$ cat config.mk
export PLATFORM = sky130hd
export DESIGN_NAME = ram_stream_reader
export DESIGN_NICKNAME = d
export VERILOG_FILES = /design/src/rtl/ram_stream_reader.sv
export SDC_FILE = /design/constraint.sdc
export NUM_CORES = 1
export LEC_CHECK = 0
export ABC_AREA = 1
export CAP_MARGIN = 20
export CORE_ASPECT_RATIO = 1.1
export CORE_UTILIZATION = 54
export CTS_CLUSTER_SIZE = 16
export DETAILED_ROUTE_END_ITERATION = 8
export GPL_ROUTABILITY_DRIVEN = 0
export PLACE_DENSITY = 0.85
export SETUP_SLACK_MARGIN = 0.4
export SLEW_MARGIN = 20
export SYNTH_ARGS = -nofsm -noshare
export SYNTH_HDL_FRONTEND = slang
export SYNTH_SLANG_ARGS = --single-unit
$ cat constraint.sdc
create_clock -name clk -period 2.5 [get_ports clk]
set_input_delay 0.625 -clock clk [delete_from_list [all_inputs] [get_ports clk]]
set_output_delay 0.625 -clock clk [all_outputs]
set_load 0.005 [all_outputs]
$ cat src/rtl/ram_stream_reader.sv
// ram_stream_reader: RAM read-port sequencer feeding a valid/ready stream.
// Optional abort input when RAM_STREAM_READER_ABORT_EN is defined.
module ram_stream_reader #(
    parameter int DWIDTH = 32,
    parameter int AWIDTH = 9,
    parameter int LWIDTH = 10
) (
    input  logic              clk,
    input  logic              rstn,
    input  logic              start,
    input  logic [AWIDTH-1:0] base_addr,
    input  logic [LWIDTH-1:0] len,
    output logic              busy,
    output logic              done,
    output logic              ram_en,
    output logic [AWIDTH-1:0] ram_addr,
    input  logic [DWIDTH-1:0] ram_dout,
    output logic              m_valid,
    output logic [DWIDTH-1:0] m_data,
    output logic              m_last,
    input  logic              m_ready
`ifdef RAM_STREAM_READER_ABORT_EN
    ,
    input  logic              abort
`endif
);

    localparam logic [1:0] IDLE  = 2'd0;
    localparam logic [1:0] READ  = 2'd1;
    localparam logic [1:0] DRAIN = 2'd2;

    localparam logic [LWIDTH-1:0] LONE = LWIDTH'(1);
    localparam logic [AWIDTH-1:0] AONE = AWIDTH'(1);

    logic [1:0]        state;
    logic [AWIDTH-1:0] addr;
    logic [LWIDTH-1:0] len_r;
    logic [LWIDTH-1:0] issued;
    logic [LWIDTH-1:0] popped;
    logic              inflight;
    logic [DWIDTH-1:0] fifo_mem [2];
    logic              wptr;
    logic              rptr;
    logic [1:0]        cnt;
    logic              done_r;

    logic              pop;
    logic              issue;
    logic              last_pop;
    logic              kill;
    logic [2:0]        occ;
    logic [2:0]        limit;

`ifdef RAM_STREAM_READER_ABORT_EN
    assign kill = abort & (state != IDLE);
`else
    assign kill = 1'b0;
`endif

    assign pop      = m_valid & m_ready;
    assign last_pop = pop & m_last;

    // Occupancy seen by the next push: stored words plus the read in flight.
    assign occ   = {1'b0, cnt} + {2'b00, inflight};
    assign limit = 3'd2 + {2'b00, pop};
    assign issue = (state == READ) & ~kill & (issued < len_r) & (occ < limit);

    assign busy     = (state != IDLE);
    assign done     = done_r;
    assign ram_en   = issue;
    assign ram_addr = addr;
    assign m_valid  = (cnt != 2'd0);
    assign m_data   = fifo_mem[rptr];
    assign m_last   = m_valid & (popped == len_r - LONE);

    // Transfer sequencing: command capture, issue counting, completion.
    always_ff @(posedge clk or negedge rstn) begin
        if (!rstn) begin
            state  <= IDLE;
            addr   <= '0;
            len_r  <= '0;
            issued <= '0;
            popped <= '0;
            done_r <= 1'b0;
        end else begin
            done_r <= 1'b0;
            if (kill) begin
                state  <= IDLE;
                done_r <= 1'b1;
            end else begin
                unique case (state)
                    IDLE: begin
                        if (start && !done_r) begin
                            if (len != '0) begin
                                state  <= READ;
                                addr   <= base_addr;
                                len_r  <= len;
                                issued <= '0;
                                popped <= '0;
                            end else begin
                                done_r <= 1'b1;
                            end
                        end
                    end
                    READ: begin
                        if (issue && (issued == len_r - LONE)) begin
                            state <= DRAIN;
                        end
                    end
                    DRAIN: begin
                        if (last_pop) begin
                            state  <= IDLE;
                            done_r <= 1'b1;
                        end
                    end
                    default: state <= IDLE;
                endcase
            end
            if (issue) begin
                addr   <= addr + AONE;
                issued <= issued + LONE;
            end
            if (pop) begin
                popped <= popped + LONE;
            end
        end
    end

    // Two-entry FIFO absorbing the one-cycle RAM read latency.
    always_ff @(posedge clk or negedge rstn) begin
        if (!rstn) begin
            inflight    <= 1'b0;
            wptr        <= 1'b0;
            rptr        <= 1'b0;
            cnt         <= 2'd0;
            fifo_mem[0] <= '0;
            fifo_mem[1] <= '0;
        end else if (kill) begin
            inflight <= 1'b0;
            wptr     <= 1'b0;
            rptr     <= 1'b0;
            cnt      <= 2'd0;
        end else begin
            inflight <= issue;
            if (inflight) begin
                fifo_mem[wptr] <= ram_dout;
                wptr           <= ~wptr;
            end
            if (pop) begin
                rptr <= ~rptr;
            end
            cnt <= cnt + {1'b0, inflight} - {1'b0, pop};
        end
    end

endmodule
# Word-level counts from Yosys, hierarchy flattened
# Index checks and enable logic that the tools add are counted.
# Widths: inputs -> output; s select.
totals:
  elab_cells: 84
  out_inout_bits: 46
  inputBits: 55
  regBits: 111
op_classes:
  n_mux: 24
  n_reduce_logical: 18
  eq_ne: 8
  magnitude_cmp: 5
  n_bitwise: 9
  addsub: 8
ops:
  columns: ["cell", "count"]
  rows:
  - ["$mux 32", 4]
  - ["$bwmux 64", 1]
  - ["$mux 10", 5]
  - ["$mux 9", 4]
  - ["$demux 32 s1", 1]
  - ["$add 10x1->10 const B", 2]
  - ["$eq 10x10->1", 2]
  - ["$reduce_bool 2->1", 8]
  - ["$lt 10x10->1", 1]
  - ["$reduce_bool 10->1", 1]
  - ["$sub 10x1->10 const B", 1]
  - ["$add 9x1->9 const B", 1]
  - ["$reduce_and 3->1", 3]
  - ["$mux 2", 4]
  - ["$ne 2x2->1 const B", 3]
  - ["$pmux 2 s3", 1]
  - ["$and 1x1->1", 5]
  - ["$ge 2x2->1 const B", 2]
  - ["$not 1->2", 2]
  - ["$reduce_and 4->1", 1]
  - ["$add 2x1->3", 1]
  - ["$add 2x1->3 const A", 1]
  - ["$logic_and 1x1->1", 3]
  - ["$lt 3x3->1", 1]
  - ["other kinds (11)", 14]

# Longest topological paths before layout
# Gate-level depths: netlist of run 1.
logic_depth:
  depth_word: 8
  mapped_depth: 14
  ltp_nobuf: 14

# Least setup slack after synthesis of run 1
# No wires, ideal clock.
synth_timing:
  path_type: "register to output"
  from: "register len_r[0]"
  to: "output m_last"
  path_stages_with_launch: 12
  arrival_ps: 1556
  setup_slack_ps: 319
  required_ps: 1875
  n_path_buf: 0
  path_cell_list: "dfrtp_1 > inv_1 > ha_1 > nand2_2 > nor2_1 > nand3_2 > nand3_1 > nand2_1 > inv_1 > nand2_1 > nor2_2 > and2_2"
synth_between:
  elab_chain_cells: 3
synth_lines:
  columns: ["item", "line", "text"]
  rows:
  - ["start: declaration", "37", "logic [LWIDTH-1:0] len_r;"]
  - ["start signal: assignment", "97", "len_r <= len;"]
  - ["$sub 10x1->10", "74", "assign m_last = m_valid & (popped == len_r - LONE);"]
  - ["$eq 10x10->1", "74", null]
  - ["$and 1x1->1", "74", null]
  - ["end: declaration", "20", "output logic m_last,"]
# Every way passes these cells.

# Worst setup path in the final report of run 1
layout_timing:
  from: "register len_r[5]"
  to: "output m_last"
# The elaborated chain is that of the path after synthesis.

==> results of run 1 <==
## sequential cells by signal (all words and copies together), names as in the netlist
| signal | cells |
|---|---|
| rptr | 1 |
| fifo_mem | 64 |
| ram_addr | 9 |
| wptr | 1 |
| popped | 10 |
| len_r | 10 |
| issued | 10 |
| done | 1 |
| state | 2 |
| inflight | 1 |
| cnt | 2 |
## cell families after synthesis
group	Yosys count	synth area share
simple gates	402	0.286
buf+inv	114	0.0753
flops	111	0.471
fa+ha+maj	18	0.0382
compound gates	119	0.106
mux	1	0.00170
xor+xnor	15	0.0223
## through the flow
step	worst slack, ns	hold WS (ns)
6_report	-0.304	0.265
3_3_place_gp	-0.367	0.465
5_1_grt	-0.360	0.307
3_5_place_dp	-0.348	0.474
2_1_floorplan	0.460	0.329
4_1_cts	-0.134	0.283
## cell usage after synthesis (all sizes together)
| master | instances |
|---|---|
| nand2 | 292 |
| dfrtp | 111 |
| o21ai | 99 |
| inv | 87 |
| nand3 | 48 |
| nor2 | 46 |
| clkbuf | 21 |
| ha | 18 |
| xor2 | 10 |
| a21oi | 8 |
| o22ai | 8 |
| buf | 5 |
| xnor2 | 5 |
| nand4 | 4 |
| nor3 | 4 |
| or2 | 3 |
| nand3b | 2 |
| o211ai | 2 |
| and2 | 1 |
| clkinv | 1 |
| mux2i | 1 |
| nor3b | 1 |
| nor4 | 1 |
| o21a | 1 |
| o32ai | 1 |
## metal layers
metal | part of all wire | track usage | wire length (um)
met5 | 0 | 0 | 0
met4 | 0.055 | 0.152 | 1040
met3 | 0.077 | 0.0647 | 1450
met2 | 0.50 | 0.545 | 9400
met1 | 0.37 | 0.389 | 7010
## timing repair
action / 4_1_cts / 5_1_grt
resized for setup: 164 / 125
setup buffers: 25 / 7
setup endpoints to repair: 44 / 56
hold endpoints to repair: 0 / 0
pin swaps: 21 / 41
cloned: 5 / 1
## area by class of cell
cell class	count	area (sq um)	share of cell area
Multi-Input combinational cell	555	3060	0.362
Inverter	88	338	0.0400
Tap cell	143	179	0.0212
Timing Repair Buffer	189	1790	0.211
Clock inverter	7	78.8	0.00933
Sequential cell	111	2780	0.329
Clock buffer	9	225	0.0267
## report_power, final
group | internal [W] | switching, W
Combinational | 0.00349 | 0.00415
Clock | 0.000722 | 0.000769
Sequential | 0.00266 | 0.000758
## path summary, 6_finish.rpt
check / slack, ns / to / start
min in group clk: 0.49 / fifo_mem[37]$_DFFE_PN0P_ / fifo_mem[37]$_DFFE_PN0P_
hold / removal: 0.26 / fifo_mem[9]$_DFFE_PN0P_ / rstn
max in group asynchronous: 1.49 / len_r[4]$_DFFE_PN0P_ / rstn
setup reg to reg: 0.28 / state[1]$_DFFE_PN0P_ / len_r[5]$_DFFE_PN0P_
hold reg to reg: 0.49 / fifo_mem[37]$_DFFE_PN0P_ / fifo_mem[37]$_DFFE_PN0P_
setup / recovery: -0.30 / m_last / len_r[5]$_DFFE_PN0P_
==> impl_metrics.env, run 1 <==
export IMPL_crit_cells=12
export IMPL_cp_end_kind="output pin"
export IMPL_grt_pass1_vias=5948
export IMPL_outcome="finished, violations left"
export IMPL_r2r_cells=17
export IMPL_initial_core_util=0.562
export IMPL_syn_area_sq_um=5900
export IMPL_synth_seq_cells=111
export IMPL_htreeDepth=3
export IMPL_clockBufferDepth=2
export IMPL_clock_latency_ns=0.36
export IMPL_grt_first_pass_wirelength_um=28200
export IMPL_wirelength_um=18900
export IMPL_rsz0062_at_grt="yes"
export IMPL_dp_hpwl_um=10600
export IMPL_min_period_ns=2.80
export IMPL_clkSlewWorstSetupHoldPaths_ns=0.08
export IMPL_diodes=0
export IMPL_post_route_drc_count=0
export IMPL_syn_to_final_growth_pct=43.2
export IMPL_slew_violations=0
export IMPL_critPathKind="register to output pin"
export IMPL_hold_viol=0
export IMPL_power_leakage_nw=4.29
export IMPL_row_count=39
export IMPL_synthCells=780
export IMPL_layout_drive_gt1_share=0.267
export IMPL_cpMostUsedCell="nand2_1"
export IMPL_fillers=614
export IMPL_critical_path_arrival_ns=2.18
export IMPL_drt_pass1_iterations=5
export IMPL_path_delay_family="simple AND/OR/NAND/NOR gates"
export IMPL_final_area_sq_um=8450
export IMPL_yosys_cell_types_count=38
export IMPL_yosysTopAreaCell="dfrtp_1"
export IMPL_ys_seq_area_frac=0.471
export IMPL_ant_nets=0
export IMPL_critPathBufInv=3
export IMPL_numCtsBuffers=9
export IMPL_tightest_slew_ns=0.590
export IMPL_root_buffer="clkbuf_16"
export IMPL_synth_top_area_frac=0.471
export IMPL_synthTopCellsByArea="dfrtp_1, nand2_1, o21ai_0"
export IMPL_powerDensity_nw_per_um2=1490
export IMPL_port_buffers=100
export IMPL_ios=101
export IMPL_worst_path_max_fanout=3
export IMPL_vdd_ir_drop_worst_mv=1.19
export IMPL_slowest_delay_ns=0.47
export IMPL_dieArea_sq_um=11300
export IMPL_finalSetupViolCount=2
export IMPL_timing_fmax_mhz=357
export IMPL_track_usage=0.322
export IMPL_fin_setup_tns_ns=-0.450
export IMPL_synth_net_count=853
export IMPL_total_power_w=0.0126
export IMPL_core_area_sq_um=10500
export IMPL_die_w_um=102
export IMPL_crit_required_ns=1.88
export IMPL_nNetsFinal=1027
export IMPL_overflow=0
export IMPL_final_common_cell="nand2_1"
export IMPL_fin_skew_ns=0.00830
export IMPL_clock_sinks=111
export IMPL_slowest_stage="dfrtp_1"
export IMPL_violations="negative setup slack"
export IMPL_grt_max_degree=57
export IMPL_fin_crit_sh=1.12
export IMPL_path_cells="buf_4 -> nor2_1 -> nand2_1 -> inv_1 -> nand2_2 -> nand2_2 -> nand3_1 -> nand2_1 -> nand2_1 -> nor2_2 -> and2_4 -> buf_6"
export IMPL_drt_iter0_markers=432
export IMPL_hp_class="primary input to async pin"
export IMPL_placed_cell_area_sq_um=7400
export IMPL_relSlewSlack=0.607
export IMPL_vias_per_cell=5.61
export IMPL_antenna_found_initial=0
export IMPL_cap_violations=0
export IMPL_die_h_um=112
export IMPL_layout_cells_non_filler=1102
export IMPL_cp_start_kind="register"
export IMPL_wl_per_cell_um=17.1
export IMPL_yosys_warnings=0
export IMPL_cts_tree="yes"
export IMPL_vias=6181
export IMPL_hold_buffers=0
export IMPL_setup_ws_ns=-0.304
export IMPL_dp_cells=1048
export IMPL_final_cell_mix="nand2_1, dfrtp_1, o21ai_0"
export IMPL_syn_area_per_cell_sq_um=7.56
export IMPL_final_util=0.805
Note: power is estimated with default switching activity, not from simulation.
==> run 2: changes to the inputs <==
--- a/config.mk
+++ b/config.mk
@@ -13,6 +13,7 @@
 export DETAILED_ROUTE_END_ITERATION = 8
 export GPL_ROUTABILITY_DRIVEN = 0
 export PLACE_DENSITY = 0.85
+export RECOVER_POWER = 50
 export SETUP_SLACK_MARGIN = 0.4
 export SLEW_MARGIN = 20
 export SYNTH_ARGS = -nofsm -noshare
==> constraint.sdc (replaced) <==
create_clock -name clk -period 2.5 [get_ports clk]
set_input_delay 0.625 -clock clk [delete_from_list [all_inputs] [get_ports clk]]
set_output_delay 0.625 -clock clk [all_outputs]
set_load 0.02 [all_outputs]
==> impl_metrics.env, run 2 (synthesis gave the netlist of run 1 again) <==
export IMPL_crit_required_ns=1.88
export IMPL_overflow=0
export IMPL_hp_class="register to register"
export IMPL_min_path_cells=2
export IMPL_post_route_drc_count=0
export IMPL_placed_cell_area_sq_um=7480
export IMPL_power_leakage_nw=4.03
export IMPL_finalSetupViolCount=2
export IMPL_numCtsBuffers=9
export IMPL_min_period_ns=2.68
export IMPL_grt_pass1_vias=5379
export IMPL_vias=5564
export IMPL_cpMostUsedCell="nand2_1"
export IMPL_clkSlewWorstSetupHoldPaths_ns=0.08
export IMPL_cts_tree="yes"
export IMPL_largest_reg_flops=64
export IMPL_clock_sinks=111
export IMPL_clockBufferDepth=2
export IMPL_final_cell_mix="nand2_1, dfrtp_1, o21ai_0"
export IMPL_setup_ws_ns=-0.185
export IMPL_diodes=0
export IMPL_drt_iter0_markers=321
export IMPL_timing_fmax_mhz=372
export IMPL_ios=101
export IMPL_fillers=753
export IMPL_core_area_sq_um=10500
export IMPL_hold_viol=0
export IMPL_worst_path_max_fanout=5
export IMPL_relSlewSlack=-0.121
export IMPL_port_buffers=100
export IMPL_track_usage=0.275
export IMPL_ant_nets=0
export IMPL_dieArea_sq_um=11300
export IMPL_seqCellArea_sq_um=2780
export IMPL_critPathBufInv=2
export IMPL_root_buffer="clkbuf_16"
export IMPL_final_area_sq_um=7770
export IMPL_top_register="fifo_mem"
export IMPL_crit_cells=12
export IMPL_drt_pass1_iterations=5
export IMPL_layout_drive_gt1_share=0.173
export IMPL_slowest_stage="dfrtp_1"
export IMPL_r2r_cells=5
export IMPL_violations="max-capacitance violations, max-slew violations, negative setup slack"
export IMPL_die_w_um=102
export IMPL_holdPathEnd="fifo_mem[60]$_DFFE_PN0P_"
export IMPL_hold_buffers=0
export IMPL_clock_latency_ns=0.36
export IMPL_rr_endpoint="fifo_mem[61]$_DFFE_PN0P_"
export IMPL_startpoint="len_r[1]$_DFFE_PN0P_"
export IMPL_grt_first_pass_wirelength_um=24400
export IMPL_hold_path_startpoint="fifo_mem[60]$_DFFE_PN0P_"
export IMPL_grt_max_degree=65
export IMPL_cp_start_kind="register"
export IMPL_crit_reg2reg_launch="inflight$_DFF_PN0_"
export IMPL_initial_core_util=0.562
export IMPL_syn_to_final_growth_pct=31.7
export IMPL_critical_path_arrival_ns=2.06
export IMPL_htreeDepth=3
export IMPL_die_h_um=112
export IMPL_final_common_cell="nand2_1"
export IMPL_rsz0062_at_grt="yes"
export IMPL_vdd_ir_drop_worst_mv=1.11
export IMPL_path_cells="buf_4 -> nor2_4 -> nand2_4 -> nand2_1 -> nand2_1 -> nand2_1 -> nand2_1 -> nor2_1 -> nand2_1 -> nor2_2 -> and2_4 -> buf_6"
export IMPL_nNetsFinal=1007
export IMPL_slowest_delay_ns=0.39
export IMPL_row_count=39
export IMPL_fin_setup_tns_ns=-0.268
export IMPL_fin_crit_sh=1.07
export IMPL_wirelength_um=15100
export IMPL_reg2reg_slack_ns=0.27
export IMPL_dp_hpwl_um=10400
export IMPL_outcome="finished, violations left"
export IMPL_path_delay_family="simple AND/OR/NAND/NOR gates"
export IMPL_powerDensity_nw_per_um2=1460
export IMPL_wl_per_cell_um=13.9
export IMPL_multi_input_area_sq_um=2730
export IMPL_cap_violations=1
export IMPL_vias_per_cell=5.14
export IMPL_antenna_found_initial=0
export IMPL_critPathKind="register to output pin"
export IMPL_slew_violations=31
export IMPL_tightest_slew_ns=1.68
export IMPL_cp_end_kind="output pin"
export IMPL_fin_skew_ns=0.00985
## run 2: worst max path at each step
| stage | to | slack [ns] |
|---|---|---|
| global placement | ram_en | -0.42 |
| floorplan | m_last | 0.41 |
| detailed placement | ram_en | -0.44 |
| CTS | ram_en | -0.12 |
| global route | m_last | -0.25 |
| finish | m_last | -0.18 |
## run 2: worst reg2reg max path: stages (launching register included)
cell and delay, ns:
dfrtp_1 0.41, clkbuf_1 0.14, inv_1 0.07, or2_0 0.77, buf_4 0.51, o21ai_0 0.19
## run 2: repair_timing
item	CTS	global route
endpoints found under the setup margin	37	45
hold endpoints to repair	0	0
setup buffers	4	1
resized for setup	131	40
gates cloned	1	1
pin swaps	11	7
## run 2: cell type report
type,count,share of cell area
Timing Repair Buffer,169,0.184
Sequential cell,111,0.358
Tap cell,143,0.0230
Clock inverter,7,0.0129
Inverter,88,0.0427
Clock buffer,9,0.0290
Multi-Input combinational cell,555,0.351
## run 2: report_power, final
part | total [W] | leakage [nW] | switching [W] | internal (W)
combinational | 0.00655 | 2.50 | 0.00389 | 0.00266
sequential | 0.00323 | 1.38 | 0.000575 | 0.00266
clock | 0.00154 | 0.151 | 0.000726 | 0.000809
## run 2: metal layers
layer,GRT usage,vias to the layer above,share of wire
met5,0,-,0
met4,0.102,0,0.021
met3,0.0552,29,0.062
met2,0.460,182,0.49
met1,0.348,2574,0.42
li1,-,2779,-
## run 2: through the flow
stage | utilization | total power, W | worst slack (ns) | hold slack (ns) | cells
finish | 0.741 | 0.0113 | -0.185 | 0.491 | 1082
global route | 0.741 | 0.0122 | -0.250 | 0.509 | 1082
CTS | 0.747 | 0.0113 | -0.120 | 0.220 | 1080
detailed placement | 0.713 | 0.00976 | -0.444 | 0.473 | 1059
global placement | 0.713 | 0.00952 | -0.424 | 0.465 | 1059
floorplan | - | 0.00707 | 0.409 | 0.329 | 780
==> run 3: changes to the inputs <==
--- a/config.mk
+++ b/config.mk
@@ -6,8 +6,10 @@
 export NUM_CORES = 1
 export LEC_CHECK = 0
 export ABC_AREA = 1
+export ABC_CLOCK_PERIOD_IN_PS = 2500
 export CAP_MARGIN = 20
 export CORE_ASPECT_RATIO = 1.1
+export CORE_MARGIN = 10
 export CORE_UTILIZATION = 54
 export CTS_CLUSTER_SIZE = 16
 export DETAILED_ROUTE_END_ITERATION = 8
==> impl_metrics.env, run 3 (synthesis gave the netlist of run 1 again) <==
export IMPL_netSwitchingFraction=0.474
export IMPL_row_count=39
export IMPL_ant_nets=0
export IMPL_cp_start_kind="register"
export IMPL_combPwrFrac=0.611
export IMPL_die_h_um=130
export IMPL_vias=5810
export IMPL_fin_skew_ns=0.00784
export IMPL_die_w_um=120
export IMPL_timing_fmax_mhz=372
export IMPL_antenna_found_initial=0
export IMPL_port_buffers=100
export IMPL_vdd_ir_drop_worst_mv=1.48
export IMPL_worst_path_max_fanout=7
export IMPL_grt_max_degree=47
export IMPL_hp_class="register to register"
export IMPL_crit_required_ns=1.88
export IMPL_drt_iter0_markers=533
export IMPL_core_area_sq_um=10500
export IMPL_powerDensity_nw_per_um2=1540
export IMPL_ios=101
export IMPL_hold_viol=0
export IMPL_wl_per_cell_um=15.8
export IMPL_dp_hpwl_um=11700
export IMPL_vias_per_cell=5.37
export IMPL_tightest_slew_ns=1.78
export IMPL_fillers=747
export IMPL_slew_violations=35
export IMPL_drt_pass1_iterations=5
export IMPL_rsz0062_at_grt="yes"
export IMPL_final_cell_mix="nand2_1, dfrtp_1, o21ai_0"
export IMPL_grt_pass1_vias=5751
export IMPL_cap_violations=1
export IMPL_pwr_share_seq=0.265
export IMPL_finalSetupViolCount=2
export IMPL_outcome="finished, violations left"
export IMPL_top_register="fifo_mem"
export IMPL_p_switching_w=0.00582
export IMPL_total_power_w=0.0123
export IMPL_clock_latency_ns=0.36
export IMPL_power_leakage_nw=4.11
export IMPL_clock_sinks=111
export IMPL_min_period_ns=2.69
export IMPL_clkSlewWorstSetupHoldPaths_ns=0.07
export IMPL_grt_first_pass_wirelength_um=27200
export IMPL_placed_cell_area_sq_um=7460
export IMPL_root_buffer="clkbuf_16"
export IMPL_setup_ws_ns=-0.186
export IMPL_final_area_sq_um=7970
export IMPL_clockBufferDepth=2
export IMPL_p_int_w=0.00646
export IMPL_violations="max-capacitance violations, max-slew violations, negative setup slack"
export IMPL_clockPowerShare=0.124
export IMPL_critical_path_arrival_ns=2.06
export IMPL_relSlewSlack=-0.190
export IMPL_wirelength_um=17100
export IMPL_htreeDepth=3
export IMPL_fin_crit_sh=1.07
export IMPL_track_usage=0.212
export IMPL_largest_reg_flops=64
export IMPL_initial_core_util=0.560
export IMPL_post_route_drc_count=0
export IMPL_final_util=0.756
export IMPL_critPathKind="register to output pin"
export IMPL_dieArea_sq_um=15500
export IMPL_cts_tree="yes"
export IMPL_nNetsFinal=1007
export IMPL_cp_end_kind="output pin"
export IMPL_numCtsBuffers=9
export IMPL_diodes=0
export IMPL_final_common_cell="nand2_1"
export IMPL_syn_to_final_growth_pct=35.0
export IMPL_layout_drive_gt1_share=0.214
export IMPL_overflow=0
run 3: changes by cell type in the layout (fill, tap and decap cells not counted), moves of 5 or more:
| cell | before | now |
|---|---|---|
| buf_4 | 61 | 56 |
| nand2_4 | 2 | 9 |
| clkbuf_2 | 1 | 10 |
| nand3_1 | 46 | 38 |
| o21ai_2 | 2 | 14 |
| nand2_1 | 284 | 272 |
| nand3_2 | 2 | 10 |
| nand2_2 | 6 | 11 |
| o21ai_0 | 94 | 83 |
| buf_2 | 30 | 22 |
run 3: path summary, 6_finish.rpt:
| path | depth (start not counted) | start | endpoint | slack (ns) |
|---|---|---|---|---|
| worst max-delay path | 11 | len_r[1]$_DFFE_PN0P_ | m_last | -0.19 |
| worst min-delay path | 2 | fifo_mem[5]$_DFFE_PN0P_ | fifo_mem[5]$_DFFE_PN0P_ | 0.49 |
| worst max register to register | 6 | inflight$_DFF_PN0_ | fifo_mem[52]$_DFFE_PN0P_ | 0.36 |
| worst min register to register | 2 | fifo_mem[5]$_DFFE_PN0P_ | fifo_mem[5]$_DFFE_PN0P_ | 0.49 |
| max in group asynchronous | 2 | rstn | issued[9]$_DFFE_PN0P_ | 0.21 |
| min in group asynchronous | 1 | rstn | fifo_mem[38]$_DFFE_PN0P_ | 0.74 |
run 3: metrics by stage:
step                      TNS, ns  std cells  hold WS [ns]  worst slack [ns]
after floorplan                 0        780         0.329             0.409
after global placement     -0.663       1056         0.465            -0.461
after detailed placement   -0.713       1056         0.473            -0.472
after CTS                  -0.144       1076         0.232            -0.126
after global routing        -7.58       1082         0.515            -0.301
final                      -0.352       1082         0.488            -0.186
run 3: timing repair:
action                                  4_1_cts  5_1_grt
hold buffers                                  0        0
gates resized for setup                     117      112
buffers inserted                              4        4
gates cloned                                  0        2
endpoints found under the setup margin       36       56
pin swaps                                     9       21
hold endpoints to repair                      0        0
run 3: final cells by class:
type / instances / area (sq um) / area share
multi-input cells: 555 / 2920 / 0.366
flip-flops and latches: 111 / 2780 / 0.349
repair buffers: 169 / 1430 / 0.180
inverters: 88 / 344 / 0.0432
clock buffers: 9 / 225 / 0.0283
well taps: 143 / 179 / 0.0225
clock inverters: 7 / 88.8 / 0.0112
run 3: critical path: stages (launching register included):
cell     delay (ns)
dfrtp_1        0.40
inv_2          0.11
ha_4           0.22
buf_6          0.11
nand4_1        0.12
nand2_2        0.13
nor2_2         0.04
nor2_1         0.10
nand2_1        0.07
nor2_2         0.13
and2_4         0.17
buf_6          0.11
run 3: power by group through the flow:
stage          sequential [W]  clock [W]  combinational, W
3_5_place_dp          0.00322          0           0.00660
3_3_place_gp          0.00317          0           0.00636
4_1_cts               0.00321    0.00154           0.00662
5_1_grt               0.00336    0.00161           0.00825
6_report              0.00325    0.00153           0.00751
2_1_floorplan         0.00323          0           0.00384
run 3: layer usage:
metal	vias up	wire, um	GRT usage
li1	2788	-	-
met1	2745	7100	0.259
met2	233	8430	0.364
met3	44	1090	0.0391
met4	0	471	0.0859
met5	-	0	0
